$ cat src/rtl/bamse_uart_tx_pkg.sv
// Shared definitions for the bamse UART transmitter: FSM states, status bit positions, default port IDs.
// BAMSE_UART_TX_PARITY_EN adds the PARITY state (8E1 framing).
package bamse_uart_tx_pkg;

   localparam int unsigned OPERAND_WIDTH = 8;

   localparam logic [OPERAND_WIDTH-1:0] TX_PORT_ID_DEF   = 8'h10;
   localparam logic [OPERAND_WIDTH-1:0] STAT_PORT_ID_DEF = 8'h11;

   localparam int unsigned TXST_FULL  = 0;
   localparam int unsigned TXST_EMPTY = 1;
   localparam int unsigned TXST_BUSY  = 2;
   localparam int unsigned TXST_OVF   = 3;

   typedef enum logic [2:0] {
      ST_IDLE,
      ST_START,
      ST_DATA,
`ifdef BAMSE_UART_TX_PARITY_EN
      ST_PARITY,
`endif
      ST_STOP
   } tx_state_t;

   function automatic logic [OPERAND_WIDTH-1:0] status_byte(input logic full, input logic empty,
                                                            input logic busy, input logic ovf);
      logic [OPERAND_WIDTH-1:0] s;
      s             = '0;
      s[TXST_FULL]  = full;
      s[TXST_EMPTY] = empty;
      s[TXST_BUSY]  = busy;
      s[TXST_OVF]   = ovf;
      return s;
   endfunction

endpackage

$ cat src/rtl/bamse_fifo.sv
// Synchronous FIFO with combinational head read; shared by the UART transmitter and a future receiver.
module bamse_fifo #(
   parameter int unsigned WIDTH = 8,
   parameter int unsigned DEPTH = 8
) (
   input  logic             clk,
   input  logic             rst,
   input  logic             push,
   input  logic             pop,
   input  logic [WIDTH-1:0] wr_data,
   output logic             full,
   output logic             empty,
   output logic [WIDTH-1:0] rd_data
);

   localparam int unsigned AW = $clog2(DEPTH);

   logic [WIDTH-1:0] mem [DEPTH];
   logic [AW:0]      wr_ptr;
   logic [AW:0]      rd_ptr;
   logic             do_push;
   logic             do_pop;

   // A push while full is only taken when the head leaves on the same edge.
   always_comb begin
      do_pop  = pop && !empty;
      do_push = push && (!full || do_pop);
   end

   always_ff @(posedge clk) begin
      if (rst) begin
         wr_ptr <= '0;
         rd_ptr <= '0;
      end else begin
         if (do_push) wr_ptr <= wr_ptr + 1'b1;
         if (do_pop)  rd_ptr <= rd_ptr + 1'b1;
      end
   end

   always_ff @(posedge clk) begin
      if (do_push) mem[wr_ptr[AW-1:0]] <= wr_data;
   end

   always_comb begin
      empty   = (wr_ptr == rd_ptr);
      full    = (wr_ptr[AW] != rd_ptr[AW]) && (wr_ptr[AW-1:0] == rd_ptr[AW-1:0]);
      rd_data = mem[rd_ptr[AW-1:0]];
   end

endmodule

$ cat src/rtl/bamse_uart_tx.sv
// Buffered UART transmitter on the PacoBlaze port bus with status port and drain interrupt.
// BAMSE_UART_TX_PARITY_EN selects 8E1 framing; default is 8N1.
module bamse_uart_tx
   import bamse_uart_tx_pkg::*;
#(
   parameter int unsigned                 CLK_DIV      = 434,
   parameter int unsigned                 FIFO_DEPTH   = 8,
   parameter logic [OPERAND_WIDTH-1:0]    TX_PORT_ID   = TX_PORT_ID_DEF,
   parameter logic [OPERAND_WIDTH-1:0]    STAT_PORT_ID = STAT_PORT_ID_DEF
) (
   input  logic                     clk,
   input  logic                     rst,
   input  logic [OPERAND_WIDTH-1:0] port_id,
   input  logic [OPERAND_WIDTH-1:0] port_in,
   input  logic                     wen,
   input  logic                     ren,
   output logic [OPERAND_WIDTH-1:0] port_out,
   output logic                     txd,
   output logic                     tx_busy,
   output logic                     tx_irq
);

   localparam int unsigned      TW         = $clog2(CLK_DIV);
   localparam logic [TW-1:0]    TIMER_LOAD = TW'(CLK_DIV - 1);

   tx_state_t                  state, state_next;
   logic [TW-1:0]              timer;
   logic                       timer_zero;
   logic [2:0]                 bit_cnt;
   logic [OPERAND_WIDTH-1:0]   shreg;
   logic                       overflow;
   logic                       tx_wr, stat_sel, stat_rd;
   logic                       fifo_push, fifo_pop, fifo_full, fifo_empty;
   logic [OPERAND_WIDTH-1:0]   fifo_rd_data;
`ifdef BAMSE_UART_TX_PARITY_EN
   logic                       parity_bit;
`endif

   always_comb begin
      tx_wr      = wen && (port_id == TX_PORT_ID);
      stat_sel   = (port_id == STAT_PORT_ID);
      stat_rd    = ren && stat_sel;
      fifo_push  = tx_wr;
      timer_zero = (timer == '0);
   end

   bamse_fifo #(.WIDTH(OPERAND_WIDTH), .DEPTH(FIFO_DEPTH)) u_fifo (
      .clk     (clk),
      .rst     (rst),
      .push    (fifo_push),
      .pop     (fifo_pop),
      .wr_data (port_in),
      .full    (fifo_full),
      .empty   (fifo_empty),
      .rd_data (fifo_rd_data)
   );

   always_ff @(posedge clk) begin
      if (rst) state <= ST_IDLE;
      else     state <= state_next;
   end

   // Popping from STOP straight into START keeps queued frames back-to-back.
   always_comb begin
      state_next = state;
      fifo_pop   = 1'b0;
      case (state)
         ST_IDLE: begin
            if (!fifo_empty) begin
               state_next = ST_START;
               fifo_pop   = 1'b1;
            end
         end
         ST_START: if (timer_zero) state_next = ST_DATA;
         ST_DATA: begin
            if (timer_zero && bit_cnt == 3'd7) begin
`ifdef BAMSE_UART_TX_PARITY_EN
               state_next = ST_PARITY;
`else
               state_next = ST_STOP;
`endif
            end
         end
`ifdef BAMSE_UART_TX_PARITY_EN
         ST_PARITY: if (timer_zero) state_next = ST_STOP;
`endif
         ST_STOP: begin
            if (timer_zero) begin
               if (!fifo_empty) begin
                  state_next = ST_START;
                  fifo_pop   = 1'b1;
               end else begin
                  state_next = ST_IDLE;
               end
            end
         end
         default: state_next = ST_IDLE;
      endcase
   end

   always_comb begin
      txd = 1'b1;
      case (state)
         ST_START:  txd = 1'b0;
         ST_DATA:   txd = shreg[0];
`ifdef BAMSE_UART_TX_PARITY_EN
         ST_PARITY: txd = parity_bit;
`endif
         default:   txd = 1'b1;
      endcase
      tx_busy = (state != ST_IDLE) || !fifo_empty;
   end

   always_ff @(posedge clk) begin
      if (rst) begin
         timer    <= '0;
         bit_cnt  <= '0;
         shreg    <= '0;
         overflow <= 1'b0;
         tx_irq   <= 1'b0;
         port_out <= '0;
`ifdef BAMSE_UART_TX_PARITY_EN
         parity_bit <= 1'b0;
`endif
      end else begin
         tx_irq <= (state == ST_STOP) && timer_zero && fifo_empty;

         if (state_next != state || (state == ST_DATA && timer_zero)) timer <= TIMER_LOAD;
         else if (!timer_zero)                                      timer <= timer - 1'b1;

         if (fifo_pop) begin
            shreg   <= fifo_rd_data;
            bit_cnt <= '0;
`ifdef BAMSE_UART_TX_PARITY_EN
            parity_bit <= ^fifo_rd_data;
`endif
         end else if (state == ST_DATA && timer_zero) begin
            shreg <= {1'b0, shreg[OPERAND_WIDTH-1:1]};
            if (bit_cnt != 3'd7) bit_cnt <= bit_cnt + 1'b1;
         end

         // A drop on the same edge as a status read leaves the flag set.
         if (tx_wr && fifo_full && !fifo_pop) overflow <= 1'b1;
         else if (stat_rd)                    overflow <= 1'b0;

         port_out <= stat_sel ? status_byte(fifo_full, fifo_empty, tx_busy, overflow) : '0;
      end
   end

endmodule

$ cat config.mk
export PLATFORM = sky130hd
export DESIGN_NAME = bamse_uart_tx
export DESIGN_NICKNAME = d
export VERILOG_FILES = /design/src/rtl/bamse_uart_tx_pkg.sv /design/src/rtl/bamse_fifo.sv /design/src/rtl/bamse_uart_tx.sv
export SDC_FILE = /design/constraint.sdc
export NUM_CORES = 1
export LEC_CHECK = 0
export CAP_MARGIN = 20
export CORE_ASPECT_RATIO = 0.5
export CORE_MARGIN = 4
export CORE_UTILIZATION = 50
export CTS_CLUSTER_SIZE = 8
export DETAILED_ROUTE_END_ITERATION = 6
export PLACE_DENSITY_LB_ADDON = 0.12
export SYNTH_ARGS = -nofsm -noshare
export SYNTH_HDL_FRONTEND = slang
export SYNTH_SLANG_ARGS = --single-unit
$ cat constraint.sdc
create_clock -name clk -period 3.24 [get_ports clk]
set_input_delay 0.648 -clock clk [delete_from_list [all_inputs] [get_ports clk]]
set_output_delay 0.648 -clock clk [all_outputs]
set_load 0.02 [all_outputs]
## Word-level counts from Yosys, hierarchy flattened

Memory sizes are Yosys's and may differ from the RTL's. A register that Yosys moved wholly into a read port is not among the register bits.
Cells that the tools add are included.
W data, S select, Z words.

- Add/sub/neg operators: 4
- Equality and inequality tests: 12
- Mux-type cells: 20
- Bitwise gates (word level): 1
- Reductions and logical operators: 26

Operators with widths:

| cell | count |
|---|---|
| $mux W3 | 6 |
| $mux W9 | 2 |
| $eq A8 B5 Y1 const B | 2 |
| $mux W8 | 2 |
| $pmux W3 S4 | 1 |
| $logic_and A1 B1 Y1 | 11 |
| $logic_not A9 Y1 | 1 |
| $sub A9 B1 Y9 const B | 1 |
| $add A4 B1 Y4 const B | 2 |
| $mux W1 | 7 |
| $eq A3 B2 Y1 const B | 2 |
| $reduce_or A2 Y1 | 3 |
| $eq A4 B4 Y1 | 1 |
| $pmux W1 S2 | 2 |
| $reduce_bool A2 Y1 | 2 |
| $add A3 B1 Y3 const B | 1 |
| $eq A3 B1 Y1 const B | 1 |
| $eq A3 B3 Y1 | 1 |
| $eq A3 B3 Y1 const B | 1 |
| $logic_not A1 Y1 | 3 |
| $logic_not A3 Y1 | 1 |
| $logic_or A1 B1 Y1 | 3 |
| $ne A3 B3 Y1 | 1 |
| $ne A3 B3 Y1 const B | 1 |
| other kinds (5) | 5 |

- Bits in registers: 41
- RAM bits: 64
- Input bits: 20
- Output and inout bits: 11
- Memories: 1

Memory list:

| memory | words | bits a word | rd ports | clocked after Yosys merged registers in | wr ports | RTL line | RTL |
|---|---|---|---|---|---|---|---|
| u_fifo.mem | 8 | 8 | 1 | 1 | 1 | bamse_fifo.sv:18 | `logic [WIDTH-1:0] mem [DEPTH];` |

## Depth between registers and ports, before layout

Gate-level depths: netlist (run 1).

- Word-level depth: 9
- Depth in mapped cells: 8
- Gate-level depth less buffers: 6

## Cells and area by module

From an unflattened synthesis (run 1), not the netlist that was laid out.

- Cells, all modules: 331
- Area total of the unflattened synthesis: 4480.5 um^2

By module, submodules not included:

| module | times used | cells an instance | area each (um^2) | seq. area each (um^2) |
|---|---|---|---|---|
| bamse_fifo | 1 | 164 | 3012.9 | 2142.1 |
| bamse_uart_tx | 1 | 167 | 1467.7 | 580.6 |

## Worst setup path before layout (run 1)

Ideal clock, no wire load.

- Kind: input port to flip-flop
- From: in port_id[5]
- To: mem u_fifo.mem[0][0] (enable)
- Arrival: 2.443 ns
- Required time: 2.845 ns
- Path slack: 0.402 ns
- Stages on the path: 4
- Buffers on the path: 0
- Path through: nor4b_1 -> nand4b_1 -> a21o_1 -> nor4_1

- Word-level cells in the longest chain between the ends: 5

Ends and longest elaborated chain:

| item | RTL line | RTL |
|---|---|---|
| start, declared | bamse_uart_tx.sv:13 | `input logic [OPERAND_WIDTH-1:0] port_id,` |
| $eq A8 B5 Y1 | bamse_uart_tx.sv:40 | `tx_wr = wen && (port_id == TX_PORT_ID);` |
| $logic_and A1 B1 Y1 | bamse_uart_tx.sv:40 |  |
| $logic_and A1 B1 Y1 | bamse_fifo.sv:27 | `do_push = push && (!full \|\| do_pop);` |
| $mux W1 | bamse_fifo.sv:41 | `if (do_push) mem[wr_ptr[AW-1:0]] <= wr_data;` |
| $mux W1 (implied by the code) | bamse_fifo.sv:41 |  |
| end, declared | bamse_fifo.sv:18 |  |

No other way between the ends.

## Worst setup path in the final report (run 1)

- From: reg u_fifo.wr_ptr[1]
- To: out tx_busy

- Word-level cells in the longest chain between the ends: 3

Ends and longest elaborated chain:

| item | RTL line | RTL |
|---|---|---|
| start, declared | bamse_fifo.sv:19 | `logic [AW:0] wr_ptr;` |
| start signal, assigned | bamse_fifo.sv:35 | `if (do_push) wr_ptr <= wr_ptr + 1'b1;` |
| $eq A4 B4 Y1 | bamse_fifo.sv:45 | `empty = (wr_ptr == rd_ptr);` |
| $logic_not A1 Y1 | bamse_uart_tx.sv:111 | `tx_busy = (state != ST_IDLE) \|\| !fifo_empty;` |
| $logic_or A1 B1 Y1 | bamse_uart_tx.sv:111 |  |
| end, declared | bamse_uart_tx.sv:19 | `output logic tx_busy,` |

No other way between the ends.

==> results.ini, run 1 <==
[worst_setup_path]
worstSetupStartpoint=u_fifo.wr_ptr[1]
r2r-start=timer[0]
critPathKind=reg -> out
worstSetupEndpointType=output pin
timing.reg2reg.worst_path_depth=6
path_depth=4
crit_path_cell_trace=xnor2_1 -> and4_1 -> nand2_1 -> clkdlybuf4s50_1
cp.buffers_inverters=1
cp_slowest_stage_delay_ps=580
crit_arrival_ps=2060
critical-path-slowest-cell=dfxtp_1
timing.critical_path.fanout_max=11
worst_path_dominant_cell_family=flip-flops
worst-endpoint-required_ps=2590
start_kind=flip-flop

[place]
hpwl_um=6700
gpl.final_weighted_congestion=0.808
dpl_cell_area_sq_um=4920
io_buffers=26

[cts]
cts_htree_levels=3
cts_made_buffers=9
worstSkewPairLatency_ps=350
post_cts_resize_count=0
cts_tree=yes
worst_setup_hold_path_clk_slew_ps=80
cts.hold.buffers_added=0
max-clock-path-buffers=2
cts.root.buffer_cell=clkbuf_16
cts_setup_buffers=0
clock_sink_count=104

[routing]
ant_nets=0
initialDrtViolationCount=393
dr_wl_met3_um=879
via_total_after_detailed_routing=2841
wirelength_um=9600
remaining_drc_errors=0
per_cell_via_count_in_the_routed_design=5.94
dr_wl_met2_um=4270
route.detailed.wl_per_inst_um=20.1
highest_layer=met4
m1WireLength_um=4310
number_of_iterations_in_the_first_detailed_routing_pass=4

[synth]
syn-mean-instance-area_sq_um=13.9
synth_edf_count=64
syn-instance-count=326
ys_dominant_reg_cell=edfxtp_1
yosysUniqueCellTypes=59
async_flop_share=0
syn_area_sq_um=4520
synth.yosys.seq_area_share=0.602
ys_seq_elements=104
synth.yosys.warnings=0

[sta]
setup_viol=0
max_freq_mhz=370
period_utilization_post_route=0.835
final-max-slew-violation-count=0
grt_setup_unrepaired=no
setup-tns-final_ps=0
period_needed_ps=2710
holdWs_ps=434
timing.clock.skew_ps=9.62
final-hold-violation-count=0
headroom_to_the_max_slew_limit=0.513
tightest_slew_ps=729

[hold_path]
min_delay_path_depth=2
hp-class=reg -> reg
timing.hold.worst.start=overflow

[floorplan]
fp.dieW_um=143
chipHeight_um=75.3
core_area_sq_um=8770
floorplan.initialDensity=0.516
design.portCount=31
fp-row-count=24
design.die.area_sq_um=10700

[layout]
fraction_of_layout_cells_with_a_size_suffix_above_1=0.208
nNetsFinal=382
insertedDiodeCount=0
post-route-cell-area_sq_um=5250
layout.core_utilization=0.598
layout-area-overhead-vs-synth_pct=15.9

[global_route]
grt_antenna_before_repair=0
first_pass_grt_wire_length_um=15300
largest_net_degree_at_the_start_of_global_routing=26
grt_pass1_vias=2693
globalRouteOverflowTotal=0
gr_usage_total=0.195

[pwr]
vdd_drop_max_mv=0.321
leak_pwr_nw=1.70
totalPowerFinal_mw=2.72
power_density_nw_per_um2=519

[status]
outcome=finished, final reports clean

[flow_run]
max-cap-violations=0

sequential cells by signal, indices dropped and copies added (netlist names), named ones only:
name	flops
u_fifo.rd_ptr	4
overflow	1
timer	9
u_fifo.wr_ptr	4
state	3
shreg	8
tx_irq	1
port_out	4
u_fifo.mem	64
bit_cnt	3
cell usage after synthesis, drive strengths merged (8+ instances only):
master / n / area (sq um)
buf: 15 / 92.6
edfxtp: 64 / 1920
nor3: 14 / 96.4
nor4: 8 / 80.1
mux2: 10 / 113
mux4: 16 / 360
a21oi: 19 / 98.9
clkbuf: 9 / 33.8
nand2: 16 / 60.1
inv: 8 / 30.0
xnor2: 8 / 70.1
nor2: 11 / 43.8
nand3: 8 / 40.0
dfxtp: 40 / 801
area by class of cell:
| cell class | instances | area [sq um] |
|---|---|---|
| inverter | 8 | 30.0 |
| clock buffer | 9 | 225 |
| fill | 671 | 3520 |
| multi-input combinational | 194 | 1670 |
| sequential | 104 | 2720 |
| clock inverter | 7 | 96.3 |
| timing repair buffer | 39 | 358 |
| tap | 117 | 146 |
layout by cell type, fill, tap and decap left out, types with 8 or more instances in the layout:
cell type,netlist,layout
nor3_1,10,10
dfxtp_1,40,40
clkbuf_16,0,9
nand3_1,8,8
edfxtp_1,64,64
nor2_1,10,10
nand2_1,16,16
clkdlybuf4s50_1,0,26
a21oi_1,18,18
xnor2_1,8,8
inv_1,8,8
mux2_2,8,8
mux4_2,16,16
buf_4,5,13
where the power goes:
group | internal [mW] | total [mW] | switching [mW] | leakage (nW)
Sequential | 1.41 | 1.43 | 0.0210 | 0.900
Combinational | 0.0751 | 0.170 | 0.0950 | 0.646
Clock | 0.565 | 1.12 | 0.554 | 0.156
Total | 2.05 | 2.72 | 0.670 | 1.70
worst min-delay path: stages (launching register included):
cell,delay [ps]
dfxtp_1,310
inv_1,50
nor2_1,40
through the flow:
step | cells | worst slack [ps]
6_report | 478 | 534
5_1_grt | 478 | 436
4_1_cts | 478 | 544
3_5_place_dp | 462 | 300
3_3_place_gp | 462 | 396
2_1_floorplan | 330 | 402
final timing paths:
kind                       to  slack, ps
min reg2reg       port_out[3]        430
max reg2reg  u_fifo.mem[2][2]        840
max                   tx_busy        530
min               port_out[3]        430
routing by layer:
layer | up-vias | track usage
met5 | - | 0
met4 | 0 | 0.0474
met3 | 9 | 0.0679
met2 | 119 | 0.286
met1 | 1395 | 0.280
li1 | 1318 | -
kinds of logic (layout without fill, tap and decap cells):
family / after synthesis / in the layout / synth area share
flip-flops: 104 / 104 / 0.602
AND/OR/NAND/NOR: 89 / 89 / 0.129
AO/OA/AOI/OAI: 55 / 55 / 0.0866
buffers and inverters: 32 / 63 / 0.0346
multiplexers: 29 / 29 / 0.111
XOR/XNOR: 10 / 10 / 0.0194
adder cells (fa/ha/maj): 6 / 6 / 0.0166
other: 1 / 5 / 0.000829
No activity file was read; power rests on OpenSTA's default activity.
==> inputs of run 2 (changes only) <==
clock period = 2.3 ns   (was 3.24 ns; I/O delays follow)
==> results.ini, run 2 (synthesis results as in run 1) <==
[status]
outcome=finished, final reports clean

[pwr]
power_density_nw_per_um2=713  ; +37%
vdd_drop_max_mv=0.421  ; +31%
switching_share=0.246  ; -0.000359
cellInternalPower_mw=2.89  ; +41%
leak_pwr_nw=1.77  ; +3.8%
comb_power_share=0.066  ; +0.004
power.clock.fraction=0.406  ; -0.005
seq_power_share=0.527  ; about the same
switching_power_mw=0.942  ; +41%

[sta]
period_utilization_post_route=0.949
final-max-slew-violation-count=0  ; unchanged
max_freq_mhz=458
timing.clock.skew_ps=11.5  ; +1.87 ps
grt_setup_unrepaired=no
period_needed_ps=2180
final_critical_path_setup_slack_ps=117  ; -416 ps
holdWs_ps=425  ; -8.49 ps
final-hold-violation-count=0  ; unchanged
setup_viol=0  ; unchanged

[routing]
per_cell_via_count_in_the_routed_design=5.85  ; -1.6%
wirelength_um=9740  ; +1.5%
ant_nets=0  ; unchanged
initialDrtViolationCount=208  ; -47%
via_total_after_detailed_routing=2866  ; +0.88%
route.detailed.wl_per_inst_um=19.9  ; -1.0%
remaining_drc_errors=0  ; unchanged
number_of_iterations_in_the_first_detailed_routing_pass=4  ; unchanged

[place]
dp.cells=473  ; +2.4%
pre_cts_slack_ps=-319  ; -619 ps
hpwl_um=6940  ; +3.5%
dpl_cell_area_sq_um=5040  ; +2.3%
io_buffers=26  ; unchanged
gpl.final_weighted_congestion=0.838  ; +3.8%

[hold_path]
hp-class=reg -> reg

[layout]
post-route-cell-area_sq_um=5380  ; +2.6%
layout.core_utilization=0.614  ; +0.0154
largest_register_ffs=64  ; unchanged
insertedDiodeCount=0  ; unchanged
layout-area-overhead-vs-synth_pct=18.9
final_cells=490  ; +2.5%
most-common-layout-cells=64 x edfxtp_1, 40 x dfxtp_1, 25 x clkdlybuf4s50_1, 25 x buf_4, 18 x a21oi_1
fraction_of_layout_cells_with_a_size_suffix_above_1=0.255  ; +0.0469
final_common_cell=edfxtp_1
nNetsFinal=394  ; +3.1%

[floorplan]
floorplan.initialDensity=0.516  ; unchanged
design.die.area_sq_um=10700  ; unchanged
fp.dieW_um=143  ; unchanged
chipHeight_um=75.3  ; unchanged
design.portCount=31  ; unchanged
fp-row-count=24  ; unchanged
core_area_sq_um=8770  ; unchanged

[worst_setup_path]
worst-endpoint-required_ps=2370  ; -220 ps
critical-path-slowest-cell=clkdlybuf4s50_1
critPathKind=in -> reg
crit_arrival_ps=2260  ; +200 ps
start_kind=input port
timing.critical_path.fanout_max=8  ; -3
path_common_cell=buf_4
worstSetupEndpointType=flip-flop
cp_slowest_stage_delay_ps=410  ; -170 ps
crit_path_cell_trace=clkdlybuf4s50_1 -> nor4b_2 -> buf_4 -> nand4b_1 -> a21oi_2 -> and4_1 -> buf_4

[cts]
worstSkewPairLatency_ps=360  ; about the same
cts_htree_levels=3  ; unchanged
cts.root.buffer_cell=clkbuf_16
cts_made_buffers=9  ; unchanged
worst_setup_hold_path_clk_slew_ps=80  ; about the same
max-clock-path-buffers=2  ; unchanged
cts_tree=yes
clock_sink_count=104  ; unchanged

[global_route]
globalRouteOverflowTotal=0  ; unchanged
first_pass_grt_wire_length_um=15800  ; +2.8%
gr_usage_total=0.200  ; +0.00591
grt_pass1_vias=2807  ; +4.2%
largest_net_degree_at_the_start_of_global_routing=24  ; -7.7%
grt_antenna_before_repair=0  ; unchanged

[flow_run]
max-cap-violations=0  ; unchanged

run 2: changes by cell type in the layout (fill, tap and decap cells not counted), sizes merged:
cell,before,now
buf,13,25
clkinvlp,0,1
clkinv,3,2
clkdlybuf4s50,26,25
dlygate4sd2,0,1
run 2: path summary, 6_finish.rpt:
path / startpoint / endpoint / slack (ps) / depth (start not counted)
setup / recovery: port_id[5] / u_fifo.mem[2][7] / 120 / 7
hold / removal: overflow / port_out[3] / 430 / 2
setup reg to reg: timer[0] / u_fifo.wr_ptr[3] / 170 / 7
hold reg to reg: overflow / port_out[3] / 430 / 2
run 2: layout make-up:
cell class | instances | area (sq um)
fillers | 648 | 3390
multi-input cells | 194 | 1720
inverters | 8 | 30.0
repair buffers | 51 | 447
well taps | 117 | 146
flip-flops and latches | 104 | 2720
clock buffers | 9 | 225
clock inverters | 7 | 85.1
run 2: per-stage QoR:
step	TNS, ps	power (mW)
after global placement	-14460	2.31
final	0	3.83
after CTS	0	3.86
after floorplan	-1640	2.21
after global routing	0	3.96
after detailed placement	-18770	2.32
run 2: worst max-delay path, delay by kind of cell:
| family | cells | cell delay (ps) |
|---|---|---|
| buffers and inverters | 3 | 740 |
| AOI/OAI and AO/OA | 1 | 280 |
| and+or+nand+nor | 3 | 770 |
run 2: repair_timing:
action                     4_1_cts  5_1_grt
setup buffers                    0        1
hold buffers                     0        0
setup endpoints to repair        1       64
resized for setup                2        4
gates cloned                     0        0
run 2: power by group through the flow:
stage                     Combinational [mW]  Clock, mW  Sequential, mW
after floorplan                        0.156          0            2.06
after global placement                 0.249          0            2.06
after detailed placement               0.256          0            2.06
after CTS                              0.256       1.58            2.02
after global routing                   0.279       1.66            2.03
final                                  0.255       1.56            2.02
run 2: per-layer routing:
layer / GRT usage / part of all wire / wire length [um]
met1: 0.291 / 0.47 / 4570
met2: 0.297 / 0.44 / 4280
met3: 0.0546 / 0.074 / 724
met4: 0.0632 / 0.018 / 171
met5: 0 / 0 / 0
==> inputs of run 3 (changes only) <==
CORE_ASPECT_RATIO = 1.1   (was 0.5)
RECOVER_POWER = 100   (was not set)
TNS_END_PERCENT = 30   (was not set)
==> results.ini, run 3 (synthesis results as in run 1) <==
[place]
io_buffers=26  ; unchanged
dpl_cell_area_sq_um=5050  ; +0.37%
hpwl_um=6510  ; -6.2%
gpl.final_weighted_congestion=0.795  ; -5.2%

[worst_setup_path]
cp.buffers_inverters=1  ; -2
crit_path_cell_trace=nor3b_1 -> o21bai_1 -> clkdlybuf4s50_1
timing.critical_path.fanout_max=8  ; unchanged
cp_slowest_stage_delay_ps=540  ; +130 ps
start_kind=flip-flop
crit_arrival_ps=1680  ; -580 ps
worst-endpoint-required_ps=1840  ; -530 ps
worstSetupEndpointType=output pin
worst_path_dominant_cell_family=buffers and inverters
critPathKind=reg -> out
critical-path-slowest-cell=clkdlybuf4s50_1

[layout]
layout.core_utilization=0.590  ; -0.0239
insertedDiodeCount=0  ; unchanged
largest_register_ffs=64  ; unchanged
most-common-layout-cells=64 x edfxtp_1, 38 x dfxtp_1, 19 x buf_4, 18 x a21oi_1
fraction_of_layout_cells_with_a_size_suffix_above_1=0.235  ; -0.0200
nNetsFinal=396  ; +0.51%
layout-area-overhead-vs-synth_pct=15.1
post-route-cell-area_sq_um=5210  ; -3.2%
final_common_cell=edfxtp_1

[cts]
worst_setup_hold_path_clk_slew_ps=110  ; +30 ps
cts_htree_levels=3  ; unchanged
cts.hold.buffers_added=0  ; unchanged
worstSkewPairLatency_ps=380  ; +20 ps
cts.root.buffer_cell=clkbuf_8
cts_made_buffers=9  ; unchanged
clock_sink_count=104  ; unchanged
cts_tree=yes
max-clock-path-buffers=2  ; unchanged

[pwr]
power_density_nw_per_um2=642  ; -9.9%
vdd_drop_max_mv=0.380  ; -9.9%
leak_pwr_nw=1.71  ; -3.0%

[global_route]
gr_usage_total=0.181  ; -0.0197
grt_pass1_vias=2725  ; -2.9%
largest_net_degree_at_the_start_of_global_routing=25  ; +4.2%
grt_antenna_before_repair=0  ; unchanged
globalRouteOverflowTotal=0  ; unchanged
first_pass_grt_wire_length_um=14600  ; -7.6%

[floorplan]
fp.dieW_um=98.7  ; -31%
floorplan.initialDensity=0.512  ; -0.00351
chipHeight_um=108  ; +43%
core_area_sq_um=8830  ; +0.68%
fp-row-count=36  ; +50%
design.die.area_sq_um=10600  ; -0.85%
design.portCount=31  ; unchanged

[hold_path]
hp-class=reg -> reg

[sta]
grt_setup_unrepaired=no
final-max-slew-violation-count=0  ; unchanged
timing.clock.skew_ps=15.6  ; +4.08 ps
max_freq_mhz=467  ; +1.9%
period_utilization_post_route=0.931  ; -0.0179
period_needed_ps=2140  ; -41.1 ps
setup_viol=0  ; unchanged
final-hold-violation-count=0  ; unchanged

[routing]
wirelength_um=9000  ; -7.6%
remaining_drc_errors=0  ; unchanged
ant_nets=0  ; unchanged
per_cell_via_count_in_the_routed_design=5.81  ; -0.74%
route.detailed.wl_per_inst_um=18.4  ; -7.5%
via_total_after_detailed_routing=2839  ; -0.94%
number_of_iterations_in_the_first_detailed_routing_pass=4  ; unchanged
initialDrtViolationCount=144  ; -31%

[flow_run]
max-cap-violations=0  ; unchanged

[status]
outcome=finished, final reports clean

-- run 3: path summary, 6_finish.rpt --
kind | start | to | slack, ps | cells past startpoint
hold / removal | overflow | port_out[3] | 430 | 2
setup / recovery | state[1] | txd | 160 | 3
setup reg to reg | timer[0] | shreg[4] | 160 | 6
hold reg to reg | overflow | port_out[3] | 430 | 2
-- run 3: area by class of cell --
| class | instances | area, sq um |
|---|---|---|
| inverter | 8 | 30.0 |
| clock inverter | 7 | 63.8 |
| multi-input combinational | 194 | 1680 |
| clock buffer | 9 | 124 |
| tap | 114 | 143 |
| fill | 744 | 3620 |
| sequential | 104 | 2730 |
| timing repair buffer | 53 | 442 |
-- run 3: what timing repair did --
| action | in CTS | in global routing |
|---|---|---|
| pin swaps | 0 | 0 |
| gates resized for setup | 2 | 3 |
| setup endpoints to repair | 1 | 33 |
| buffers inserted | 0 | 0 |
-- run 3: worst register-to-register path, cell delays in order, from the launching register on --
cell and delay (ps):
dfxtp_1 350, inv_1 80, ha_1 210, or4b_1 590
or3_1 530, o211ai_1 150, a21oi_1 80
-- run 3: metrics by stage --
step	setup slack [ps]	TNS [ps]	hold WS, ps	power [mW]	cells
CTS	26.2	0	434	3.39	489
floorplan	-51.2	-1640	405	2.21	330
global placement	-223	-12920	412	2.31	473
global route	3.96	0	467	3.48	489
detailed placement	-226	-12570	419	2.32	473
finish	159	0	431	3.34	489
-- run 3: layer usage --
layer / GRT usage / wire length, um / vias to the layer above
li1: - / - / 1345
met1: 0.250 / 4100 / 1411
met2: 0.289 / 4390 / 73
met3: 0.0318 / 389 / 10
met4: 0.0644 / 123 / 0
met5: 0 / 0 / -
-- run 3: power by group --
part	switching (mW)	total, mW	leakage, nW	internal [mW]
Clock	0.664	1.08	0.0899	0.416
Combinational	0.133	0.241	0.723	0.108
Sequential	0.0293	2.02	0.901	1.99
